--- src/rtl/pipeline_stall_controller_if.sv ---
// Freeze/flush control bundle between the pipeline stall controller and the
// hazard unit, EXE branch logic, MEM handshake and pipeline registers.
// Handshake semantics: mem_req marks a valid MEM-stage access; the access
// completes in the cycle mem_ready is high. A cycle with mem_req=1 and
// mem_ready=0 is a stall cycle. There is no backpressure on the control
// outputs; they are combinational and take effect in the current cycle.
interface pipeline_stall_controller_if #(
  parameter int WAIT_W = 8,
  parameter int CNT_W  = 16
);
  logic              hazard_detected;
  logic              branch_taken;
  logic              mem_req;
  logic              mem_ready;
  logic              clr_stats;
  logic              freeze_if;
  logic              freeze_id;
  logic              freeze_exe;
  logic              freeze_mem;
  logic              flush_if_id;
  logic              flush_id_exe;
  logic              wb_bubble;
  logic              busy;
  logic              mem_timeout;
  logic [CNT_W-1:0]  stall_cycles;
  logic [CNT_W-1:0]  flush_events;
  // Debug visibility of the FSM: 0=RUN, 1=MEM_WAIT, 2=ERROR
  logic [1:0]        dbg_state;
  logic [WAIT_W-1:0] dbg_wait_cnt;

  // Controller side
  modport slave (
    input  hazard_detected, branch_taken, mem_req, mem_ready, clr_stats,
    output freeze_if, freeze_id, freeze_exe, freeze_mem,
    output flush_if_id, flush_id_exe, wb_bubble,
    output busy, mem_timeout, stall_cycles, flush_events,
    output dbg_state, dbg_wait_cnt
  );

  // Pipeline / environment side
  modport master (
    output hazard_detected, branch_taken, mem_req, mem_ready, clr_stats,
    input  freeze_if, freeze_id, freeze_exe, freeze_mem,
    input  flush_if_id, flush_id_exe, wb_bubble,
    input  busy, mem_timeout, stall_cycles, flush_events,
    input  dbg_state, dbg_wait_cnt
  );
endinterface

--- src/rtl/pipeline_stall_controller.sv ---
// Central freeze/flush sequencer for the five-stage pipeline. Combines the
// hazard unit, EXE branch decision and MEM handshake into per-stage freeze
// and flush controls, runs the memory-wait FSM with a timeout watchdog and
// keeps saturating stall/flush statistics.
module pipeline_stall_controller #(
  parameter int TIMEOUT = 255,
  parameter int WAIT_W  = 8,
  parameter int CNT_W   = 16
) (
  input logic                    clk,
  input logic                    rst,
  pipeline_stall_controller_if.slave bus
);

  typedef enum logic [1:0] {
    RUN      = 2'd0,
    MEM_WAIT = 2'd1,
    ERROR    = 2'd2
  } state_t;

  localparam logic [WAIT_W-1:0] TIMEOUT_C = WAIT_W'(TIMEOUT);

  state_t            state_q, state_d;
  logic [WAIT_W-1:0] wait_cnt_q, wait_cnt_d;
  logic [CNT_W-1:0]  stall_q, stall_d;
  logic [CNT_W-1:0]  flush_q, flush_d;

  logic freeze_if, freeze_id, freeze_exe, freeze_mem;
  logic flush_if_id, flush_id_exe, wb_bubble;
  logic run_mode;

  // State register for the memory-wait FSM and its wait counter
  always_ff @(posedge clk) begin
    if (!rst) begin
      state_q    <= RUN;
      wait_cnt_q <= '0;
    end else begin
      state_q    <= state_d;
      wait_cnt_q <= wait_cnt_d;
    end
  end

  // Next state plus Mealy freeze/flush decode; memory stall outranks branch/hazard
  always_comb begin
    state_d      = state_q;
    wait_cnt_d   = wait_cnt_q;
    run_mode     = 1'b0;
    freeze_if    = 1'b0;
    freeze_id    = 1'b0;
    freeze_exe   = 1'b0;
    freeze_mem   = 1'b0;
    flush_if_id  = 1'b0;
    flush_id_exe = 1'b0;
    wb_bubble    = 1'b0;

    case (state_q)
      RUN: begin
        if (bus.mem_req && !bus.mem_ready) begin
          freeze_if  = 1'b1;
          freeze_id  = 1'b1;
          freeze_exe = 1'b1;
          freeze_mem = 1'b1;
          wb_bubble  = 1'b1;
          state_d    = MEM_WAIT;
          wait_cnt_d = WAIT_W'(1);
        end else begin
          run_mode = 1'b1;
        end
      end
      MEM_WAIT: begin
        // mem_req is not consulted: the stalled access is still in MEM
        if (!bus.mem_ready) begin
          freeze_if  = 1'b1;
          freeze_id  = 1'b1;
          freeze_exe = 1'b1;
          freeze_mem = 1'b1;
          wb_bubble  = 1'b1;
          if (wait_cnt_q == TIMEOUT_C) begin
            state_d = ERROR;
          end else begin
            wait_cnt_d = wait_cnt_q + WAIT_W'(1);
          end
        end else begin
          // Release cycle: a branch or hazard held during the wait acts now
          run_mode   = 1'b1;
          state_d    = RUN;
          wait_cnt_d = '0;
        end
      end
      ERROR: begin
        // Dead-locked memory: hold the whole pipeline until reset
        freeze_if  = 1'b1;
        freeze_id  = 1'b1;
        freeze_exe = 1'b1;
        freeze_mem = 1'b1;
        wb_bubble  = 1'b1;
      end
      default: begin
        state_d    = RUN;
        wait_cnt_d = '0;
      end
    endcase

    if (run_mode) begin
      if (bus.branch_taken) begin
        flush_if_id  = 1'b1;
        flush_id_exe = 1'b1;
      end else if (bus.hazard_detected) begin
        freeze_if    = 1'b1;
        freeze_id    = 1'b1;
        flush_id_exe = 1'b1;
      end
    end
  end

  // Saturating statistics; clear outranks a same-cycle increment
  always_comb begin
    stall_d = stall_q;
    flush_d = flush_q;
    if (bus.clr_stats) begin
      stall_d = '0;
      flush_d = '0;
    end else begin
      if (freeze_if && (stall_q != {CNT_W{1'b1}})) begin
        stall_d = stall_q + CNT_W'(1);
      end
      if (flush_if_id && (flush_q != {CNT_W{1'b1}})) begin
        flush_d = flush_q + CNT_W'(1);
      end
    end
  end

  // Statistics registers
  always_ff @(posedge clk) begin
    if (!rst) begin
      stall_q <= '0;
      flush_q <= '0;
    end else begin
      stall_q <= stall_d;
      flush_q <= flush_d;
    end
  end

  assign bus.freeze_if    = freeze_if;
  assign bus.freeze_id    = freeze_id;
  assign bus.freeze_exe   = freeze_exe;
  assign bus.freeze_mem   = freeze_mem;
  assign bus.flush_if_id  = flush_if_id;
  assign bus.flush_id_exe = flush_id_exe;
  assign bus.wb_bubble    = wb_bubble;
  assign bus.busy         = (state_q == MEM_WAIT);
  assign bus.mem_timeout  = (state_q == ERROR);
  assign bus.stall_cycles = stall_q;
  assign bus.flush_events = flush_q;
  assign bus.dbg_state    = state_q;
  assign bus.dbg_wait_cnt = wait_cnt_q;

endmodule

--- src/flat_wrapper.sv ---
// flat-port wrapper written by rule: the top's interface ports become plain ports
module pipeline_stall_controller_flat 
#(
  parameter int TIMEOUT = 255,
  parameter int WAIT_W  = 8,
  parameter int CNT_W   = 16
)
  (clk, rst, bus_hazard_detected, bus_branch_taken, bus_mem_req, bus_mem_ready, bus_clr_stats, bus_freeze_if, bus_freeze_id, bus_freeze_exe, bus_freeze_mem, bus_flush_if_id, bus_flush_id_exe, bus_wb_bubble, bus_busy, bus_mem_timeout, bus_stall_cycles, bus_flush_events, bus_dbg_state, bus_dbg_wait_cnt);
  pipeline_stall_controller_if #(.WAIT_W(WAIT_W), .CNT_W(CNT_W)) bus_i ();
  input logic clk;
  input logic rst;
  input wire logic [$bits(bus_i.hazard_detected)-1:0] bus_hazard_detected;
  input wire logic [$bits(bus_i.branch_taken)-1:0] bus_branch_taken;
  input wire logic [$bits(bus_i.mem_req)-1:0] bus_mem_req;
  input wire logic [$bits(bus_i.mem_ready)-1:0] bus_mem_ready;
  input wire logic [$bits(bus_i.clr_stats)-1:0] bus_clr_stats;
  output wire logic [$bits(bus_i.freeze_if)-1:0] bus_freeze_if;
  output wire logic [$bits(bus_i.freeze_id)-1:0] bus_freeze_id;
  output wire logic [$bits(bus_i.freeze_exe)-1:0] bus_freeze_exe;
  output wire logic [$bits(bus_i.freeze_mem)-1:0] bus_freeze_mem;
  output wire logic [$bits(bus_i.flush_if_id)-1:0] bus_flush_if_id;
  output wire logic [$bits(bus_i.flush_id_exe)-1:0] bus_flush_id_exe;
  output wire logic [$bits(bus_i.wb_bubble)-1:0] bus_wb_bubble;
  output wire logic [$bits(bus_i.busy)-1:0] bus_busy;
  output wire logic [$bits(bus_i.mem_timeout)-1:0] bus_mem_timeout;
  output wire logic [$bits(bus_i.stall_cycles)-1:0] bus_stall_cycles;
  output wire logic [$bits(bus_i.flush_events)-1:0] bus_flush_events;
  output wire logic [$bits(bus_i.dbg_state)-1:0] bus_dbg_state;
  output wire logic [$bits(bus_i.dbg_wait_cnt)-1:0] bus_dbg_wait_cnt;
  assign bus_i.hazard_detected = bus_hazard_detected;
  assign bus_i.branch_taken = bus_branch_taken;
  assign bus_i.mem_req = bus_mem_req;
  assign bus_i.mem_ready = bus_mem_ready;
  assign bus_i.clr_stats = bus_clr_stats;
  assign bus_freeze_if = bus_i.freeze_if;
  assign bus_freeze_id = bus_i.freeze_id;
  assign bus_freeze_exe = bus_i.freeze_exe;
  assign bus_freeze_mem = bus_i.freeze_mem;
  assign bus_flush_if_id = bus_i.flush_if_id;
  assign bus_flush_id_exe = bus_i.flush_id_exe;
  assign bus_wb_bubble = bus_i.wb_bubble;
  assign bus_busy = bus_i.busy;
  assign bus_mem_timeout = bus_i.mem_timeout;
  assign bus_stall_cycles = bus_i.stall_cycles;
  assign bus_flush_events = bus_i.flush_events;
  assign bus_dbg_state = bus_i.dbg_state;
  assign bus_dbg_wait_cnt = bus_i.dbg_wait_cnt;
  pipeline_stall_controller #(.TIMEOUT(TIMEOUT), .WAIT_W(WAIT_W), .CNT_W(CNT_W)) u_core (.clk(clk), .rst(rst), .bus(bus_i));
endmodule
--- config.mk ---
export PLATFORM = sky130hd
export DESIGN_NAME = pipeline_stall_controller_flat
export DESIGN_NICKNAME = d
export VERILOG_FILES = /design/src/rtl/pipeline_stall_controller_if.sv /design/src/rtl/pipeline_stall_controller.sv /design/src/flat_wrapper.sv
export SDC_FILE = /design/constraint.sdc
export NUM_CORES = 1
export LEC_CHECK = 0
export ABC_CLOCK_PERIOD_IN_PS = 2350
export CORE_MARGIN = 8
export CORE_UTILIZATION = 50
export CTS_BUF_LIST = sky130_fd_sc_hd__clkbuf_4
export CTS_CLUSTER_DIAMETER = 30
export DETAILED_ROUTE_END_ITERATION = 7
export GPL_TIMING_DRIVEN = 0
export PLACE_DENSITY = 0.82
export SLEW_MARGIN = 25
export SYNTH_ARGS = -nofsm -noshare
export SYNTH_HDL_FRONTEND = slang
export SYNTH_SLANG_ARGS = --single-unit
export TNS_END_PERCENT = 30
--- constraint.sdc ---
create_clock -name clk -period 2.35 [get_ports clk]
set_input_delay 0.47 -clock clk [delete_from_list [all_inputs] [get_ports clk]]
set_output_delay 0.47 -clock clk [all_outputs]
set_load 0.02 [all_outputs]
# Word level (Yosys, flattened, before mapping)
# Cells that the tools add are included.
[word_totals]
ff_bits = 42
inputBits = 7
output_inout_bits = 51
[op_classes]
addsub = 3
eq_ne = 8
n_mux = 22
bitwise_logic = 2
reduce_logical = 8
[ops]
columns = ["op", "n"]
rows = [
  ["adder 16 x 1 -> 16 bit (second input constant)", 2],
  ["!= test 16 bit (second input constant)", 2],
  ["2-to-1 mux 8 bit", 3],
  ["case mux 8 bit (3 select lines)", 1],
  ["2-to-1 mux 1 bit", 12],
  ["adder 8 x 1 -> 8 bit (second input constant)", 1],
  ["equality test 8 bit (second input constant)", 1],
  ["2-to-1 mux 2 bit", 3],
  ["case mux 2 bit (3 select lines)", 1],
  ["AND reduction 3 bit", 2],
  ["logical AND 1 bit", 3],
  ["!= test 3 x 2 -> 1 bit (second input constant)", 1],
  ["!= test 3 bit (second input constant)", 1],
  ["case mux 1 bit (3 select lines)", 1],
  ["equality test 2 x 1 -> 1 bit (second input constant)", 1],
  ["equality test 2 bit (second input constant)", 1],
  ["logical NOT 2 bit", 1],
  ["!= test 2 x 1 -> 1 bit (second input constant)", 1],
  ["NOT 1 bit", 2],
  ["case mux 1 bit (2 select lines)", 1],
  ["OR reduction 2 bit", 1],
  ["logical NOT 1 bit", 1],
]

# Depth between registers and ports, before layout
[logic_depth]
word_depth = 8
ltp_mapped = 7

# Worst setup path before layout
# OpenSTA, ideal clock, no wires.
[synth_path]
path_kind = "input to output"
start = "input port bus_mem_req"
end = "output port bus_freeze_if"
t_arrival_ns = 1.576
t_required_ns = 1.880
slack_ns = 0.304
path_stages = 5
n_path_buf = 2
path_cell_list = "o21ba_2 o31ai_4 buf_2 inv_1 buf_4"
[synth_via]
elab_chain_len = 6
word_cells_on_any_way = 8
[synth_rtl]
columns = ["element", "line", "rtl"]
rows = [
  ["start: declaration", "flat_wrapper.sv:14", "input wire logic [$bits(bus_i.mem_req)-1:0] bus_mem_req;"],
  ["logical AND 1 bit (*)", "pipeline_stall_controller.sv:58", "if (bus.mem_req && !bus.mem_ready) begin"],
  ["2-to-1 mux 1 bit", "n/a", ""],
  ["case mux 1 bit (3 select lines)", "n/a", ""],
  ["2-to-1 mux 1 bit (2 in a row)", "n/a", ""],
  ["2-to-1 mux 1 bit (*)", "n/a", ""],
  ["end: declaration", "flat_wrapper.sv:17", "output wire logic [$bits(bus_i.freeze_if)-1:0] bus_freeze_if;"],
]
# Mark *: on every way between the ends. The rest lies on a longest branch, timed or not.

# Final worst setup path
[layout_path]
start = "input port bus_branch_taken"
end = "output port bus_freeze_id"
[layout_via]
elab_chain_len = 2
[layout_rtl]
columns = ["element", "line", "rtl"]
rows = [
  ["start: declaration", "flat_wrapper.sv:13", "input wire logic [$bits(bus_i.branch_taken)-1:0] bus_branch_taken;"],
  ["2-to-1 mux 1 bit", "pipeline_stall_controller.sv:105", "if (bus.branch_taken) begin"],
  ["2-to-1 mux 1 bit", "pipeline_stall_controller.sv:104", "if (run_mode) begin"],
  ["end: declaration", "flat_wrapper.sv:18", "output wire logic [$bits(bus_i.freeze_id)-1:0] bus_freeze_id;"],
]
# No other way between the ends.

==> flow_summary.html <==
<table>
<tr><th>Metric</th><th>Value</th></tr>
<tr><th colspan="2">Yosys</th></tr>
<tr><td>Main area contributors after synthesis</td><td>dfxtp_1 37%, nor2_1 6.2%, nand3_1 5.8%</td></tr>
<tr><td>Seq/Total Area, Yosys</td><td>37.4%</td></tr>
<tr><td>Synth Area in Compound Gates</td><td>15.6%</td></tr>
<tr><td>Yosys warnings</td><td>0</td></tr>
<tr><td>Adder and majority cell fraction of the synthesized area</td><td>1.67%</td></tr>
<tr><td>Post-Synth XOR/XNOR Area</td><td>8.57%</td></tr>
<tr><td>Dominant combinational cell family by area after synthesis</td><td>simple AND/OR/NAND/NOR gates</td></tr>
<tr><td>Fraction of registers with async set or reset after synthesis</td><td>0%</td></tr>
<tr><td>Top cells by instance count after synthesis</td><td>42 x dfxtp_1, 37 x nor2_1, 26 x nand3_1, 17 x nand2_1, 13 x a21oi_1</td></tr>
<tr><td>Synth Flop Type</td><td>dfxtp_1</td></tr>
<tr><td>Post-Synth Simple-Gate Area</td><td>31.8%</td></tr>
<tr><td>Mux cell area share after synthesis</td><td>0.890%</td></tr>
<tr><td>Net count of the mapped netlist</td><td>281</td></tr>
<tr><td>Post-Synthesis Mean Instance Area</td><td>8.30 um^2</td></tr>
<tr><td>Number of register bits inferred by synthesis</td><td>42</td></tr>
<tr><td>Cells after Synth</td><td>271</td></tr>
<tr><td>Library cell occupying the most area in the post-synthesis netlist</td><td>dfxtp_1</td></tr>
<tr><td>Number of library cell types mapped by synthesis</td><td>45</td></tr>
<tr><td>Top cell type's share of synthesized area</td><td>37.4%</td></tr>
<tr><td>Most common cell in the synthesized netlist</td><td>dfxtp_1</td></tr>
<tr><td>Number of enable-type register cells in the synthesized netlist</td><td>0</td></tr>
<tr><td>Area of the mapped netlist</td><td>2250 um^2</td></tr>
<tr><th colspan="2">Worst setup path</th></tr>
<tr><td>Longest individual stage delay on the worst path</td><td>0.52 ns</td></tr>
<tr><td>Worst R2R Path Depth</td><td>6</td></tr>
<tr><td>Critical path data required time</td><td>1.88 ns</td></tr>
<tr><td>Cell with the largest stage delay on the worst path</td><td>clkdlybuf4s50_1</td></tr>
<tr><td>Type of the setup path with the least slack</td><td>input port to output pin</td></tr>
<tr><td>Maximum fanout encountered on the critical timing path</td><td>4</td></tr>
<tr><td>Slack of the worst reg-to-reg path</td><td>0.40 ns</td></tr>
<tr><td>Cells along the critical path</td><td>clkdlybuf4s50_1 &gt; nor2b_1 &gt; o31ai_4 &gt; buf_6 &gt; inv_1 &gt; clkdlybuf4s15_1</td></tr>
<tr><td>Startpoint type of the worst setup path</td><td>input port</td></tr>
<tr><td>Critical path arrival</td><td>1.78 ns</td></tr>
<tr><td>Sort of element at the end of the critical path</td><td>output pin</td></tr>
<tr><th colspan="2">Global routing</th></tr>
<tr><td>Via count of the first global-routing pass</td><td>2,099</td></tr>
<tr><td>Grt total ovfl</td><td>0</td></tr>
<tr><td>Antenna violations before repair</td><td>0</td></tr>
<tr><td>Wire length of the first global-routing pass</td><td>9.56 mm</td></tr>
<tr><td>Overall Global Routing Usage</td><td>15.7%</td></tr>
<tr><td>Pin count of the biggest net entering global routing</td><td>14</td></tr>
<tr><th colspan="2">Route</th></tr>
<tr><td>Final ANT Viol Nets</td><td>0</td></tr>
<tr><td>DRT Pass-1 Iters</td><td>4</td></tr>
<tr><td>Routed wirelength normalized by instance count</td><td>14.4 um</td></tr>
<tr><td>Number of DRC violations after detailed routing</td><td>0</td></tr>
<tr><td>Drt via density</td><td>5.67</td></tr>
<tr><td>DRC marker count from the first detailed-route iteration</td><td>96</td></tr>
<tr><td>Wirelength, routed</td><td>5.60 mm</td></tr>
<tr><td>Number of vias in the routed layout</td><td>2,212</td></tr>
<tr><th colspan="2">Final layout</th></tr>
<tr><td>Area overhead of the layout relative to synthesis</td><td>31.7%</td></tr>
<tr><td>Antenna diode instance count</td><td>0</td></tr>
<tr><td>Storage element area</td><td>841 um^2</td></tr>
<tr><td>Combined area of the multi-input logic cells</td><td>1330 um^2</td></tr>
<tr><td># fillers</td><td>373</td></tr>
<tr><td>Share of final-layout standard cells stronger than drive strength 1</td><td>9.47%</td></tr>
<tr><td>Final layout net count</td><td>347</td></tr>
<tr><td>Layout Cell Area excl Fill</td><td>2960 um^2</td></tr>
<tr><td>Core occupancy in the finished layout</td><td>68.0%</td></tr>
<tr><th colspan="2">Placement</th></tr>
<tr><td>Count of buffers from port buffering</td><td>57</td></tr>
<tr><td>Detailed placement HPWL</td><td>4.21 mm</td></tr>
<tr><td>Global placer's final weighted congestion</td><td>0.851</td></tr>
<tr><td>Placed inst area</td><td>2880 um^2</td></tr>
<tr><th colspan="2">Clocking</th></tr>
<tr><td>H-tree levels</td><td>2</td></tr>
<tr><td>Clock transition at the register clock pins on the worst setup and hold paths after CTS</td><td>0.12 ns</td></tr>
<tr><td>Skew-Pair Late Insertion Delay</td><td>0.35 ns</td></tr>
<tr><td>Maximum buffer depth of the clock tree</td><td>2</td></tr>
<tr><td>Post-CTS Hold Fix Bufs</td><td>0</td></tr>
<tr><td>Number of buffers created by CTS</td><td>5</td></tr>
<tr><td>Sink count of the clock tree</td><td>42</td></tr>
<tr><td>Root Buffer</td><td>clkbuf_4</td></tr>
<tr><td>TritonCTS clock tree</td><td>built</td></tr>
<tr><th colspan="2">Timing</th></tr>
<tr><td>Slew headroom</td><td>53.6%</td></tr>
<tr><td>Maximum clock skew at final layout</td><td>0.0128 ns</td></tr>
<tr><td>Slew Viols, Final</td><td>0</td></tr>
<tr><td>TNS Setup</td><td>0 ns</td></tr>
<tr><td>Transition time at the pin with the least slew margin</td><td>0.694 ns</td></tr>
<tr><td>Final hold violation count</td><td>0</td></tr>
<tr><td>Shortest clock period the worst path allows after layout</td><td>2.25 ns</td></tr>
<tr><td>Final clock period utilization by the worst path</td><td>95.8%</td></tr>
<tr><td>Achievable Freq</td><td>444 MHz</td></tr>
<tr><td>Number of failing setup endpoints in the final timing report</td><td>0</td></tr>
<tr><td>Unrepaired setup endpoints after global routing</td><td>no</td></tr>
<tr><th colspan="2">Floorplan</th></tr>
<tr><td>Floorplan die height</td><td>83.1 um</td></tr>
<tr><td>Placeable core region</td><td>4350 um^2</td></tr>
<tr><td>Site row count</td><td>24</td></tr>
<tr><td>Starting density of the core</td><td>51.6%</td></tr>
<tr><td>Die Span X</td><td>83.1 um</td></tr>
<tr><td>I/O pin count</td><td>58</td></tr>
<tr><td>Die ar.</td><td>6900 um^2</td></tr>
<tr><th colspan="2">Power</th></tr>
<tr><td>Sw frac</td><td>26.9%</td></tr>
<tr><td>Seq pwr share</td><td>59.6%</td></tr>
<tr><td>Leak pwr</td><td>0.00108 uW</td></tr>
<tr><td>Internal power summed over all cells</td><td>890 uW</td></tr>
<tr><td>Cell Pwr Density</td><td>411 nW/um^2</td></tr>
<tr><td>Net switching power of the design</td><td>327 uW</td></tr>
<tr><td>Largest voltage drop on the vdd net</td><td>0.222 mV</td></tr>
<tr><td>Share of power burned in the clock network</td><td>28.8%</td></tr>
<tr><td>Relative contribution of combinational cells to total power</td><td>11.6%</td></tr>
<tr><th colspan="2">Outcome</th></tr>
<tr><td>Result of the run</td><td>finished clean</td></tr>
<tr><th colspan="2">Job</th></tr>
<tr><td>MaxCap Viol Count</td><td>0</td></tr>
<tr><th colspan="2">Min path</th></tr>
<tr><td>Cell count of the worst hold path</td><td>2</td></tr>
<tr><td>Classification of the worst-slack hold path</td><td>flop to flop</td></tr>
</table>
## metrics by stage
stage                     setup WS (ns)  power [uW]  instances  hold WS (ns)
final                            0.0985        1220        390         0.533
after global placement           -0.800         879        380         0.502
after detailed placement         -0.778         879        380         0.512
after CTS                        0.0167        1230        390         0.538
after global routing            0.00897        1280        390         0.570
after floorplan                   0.304         821        271         0.562
## placed cells by master (no fill, tap or decap), types with 11 or more instances in the layout
cell and instances:
clkdlybuf4s50_1 46, nand3_1 26, dfxtp_1 42, nand2_1 17
a21oi_1 12, nand4_1 11, xnor2_1 11, xor2_1 11
nor2_1 37
## power by group through the flow
stage / clock (uW) / combinational [uW] / sequential [uW]
floorplan: 0 / 75.5 / 745
CTS: 361 / 141 / 724
detailed placement: 0 / 139 / 740
finish: 350 / 142 / 724
global placement: 0 / 139 / 740
global route: 396 / 154 / 726
## layer usage
layer  vias up  routed length [um]  GRT usage [%]
li1       1101                   -              -
met1      1038                2570           18.2
met2        64                2600           26.0
met3         9                 375           6.05
met4         0                  63           4.31
met5         -                   0              0
## cell type report
cell class / count / area share, %
tap: 52 / 2.20
clock inverter: 3 / 0.549
timing repair buffer: 59 / 19.3
sequential: 42 / 28.4
buffer: 12 / 2.41
multi-input combinational: 208 / 44.7
inverter: 9 / 1.14
clock buffer: 5 / 1.27
## worst paths after layout
check | startpoint | to
hold reg to reg | u_core.bus.flush_events[1] | u_core.bus.flush_events[1]
hold / removal | u_core.bus.flush_events[1] | u_core.bus.flush_events[1]
setup / recovery | bus_branch_taken | bus_freeze_id
setup reg to reg | u_core.bus.stall_cycles[0] | u_core.bus.stall_cycles[6]
## cell families after synthesis
logic type | after synthesis
AOI/OAI and AO/OA | 47
buffers and inverters | 21
DFF | 42
xor gates and xnor gates | 22
adders and majority gates | 3
and+or+nand+nor | 134
muxes | 2
## repair_timing
item	CTS	global route
setup buffers	2	0
setup endpoints to repair	9	1
resized for setup	20	1
pin swaps	1	1
## state kept, by name, summed over array words and instances, names as in the netlist
signal	flops
u_core.bus.dbg_state	2
u_core.bus.dbg_wait_cnt	8
u_core.bus.flush_events	16
u_core.bus.stall_cycles	16
## critical path: cells and delay by family
family / cells / cell delay [ns]
buffers and inverters: 4 / 0.99
AOI/OAI and AO/OA: 1 / 0.23
and+or+nand+nor: 1 / 0.09
(Power assumes the default switching activity.)
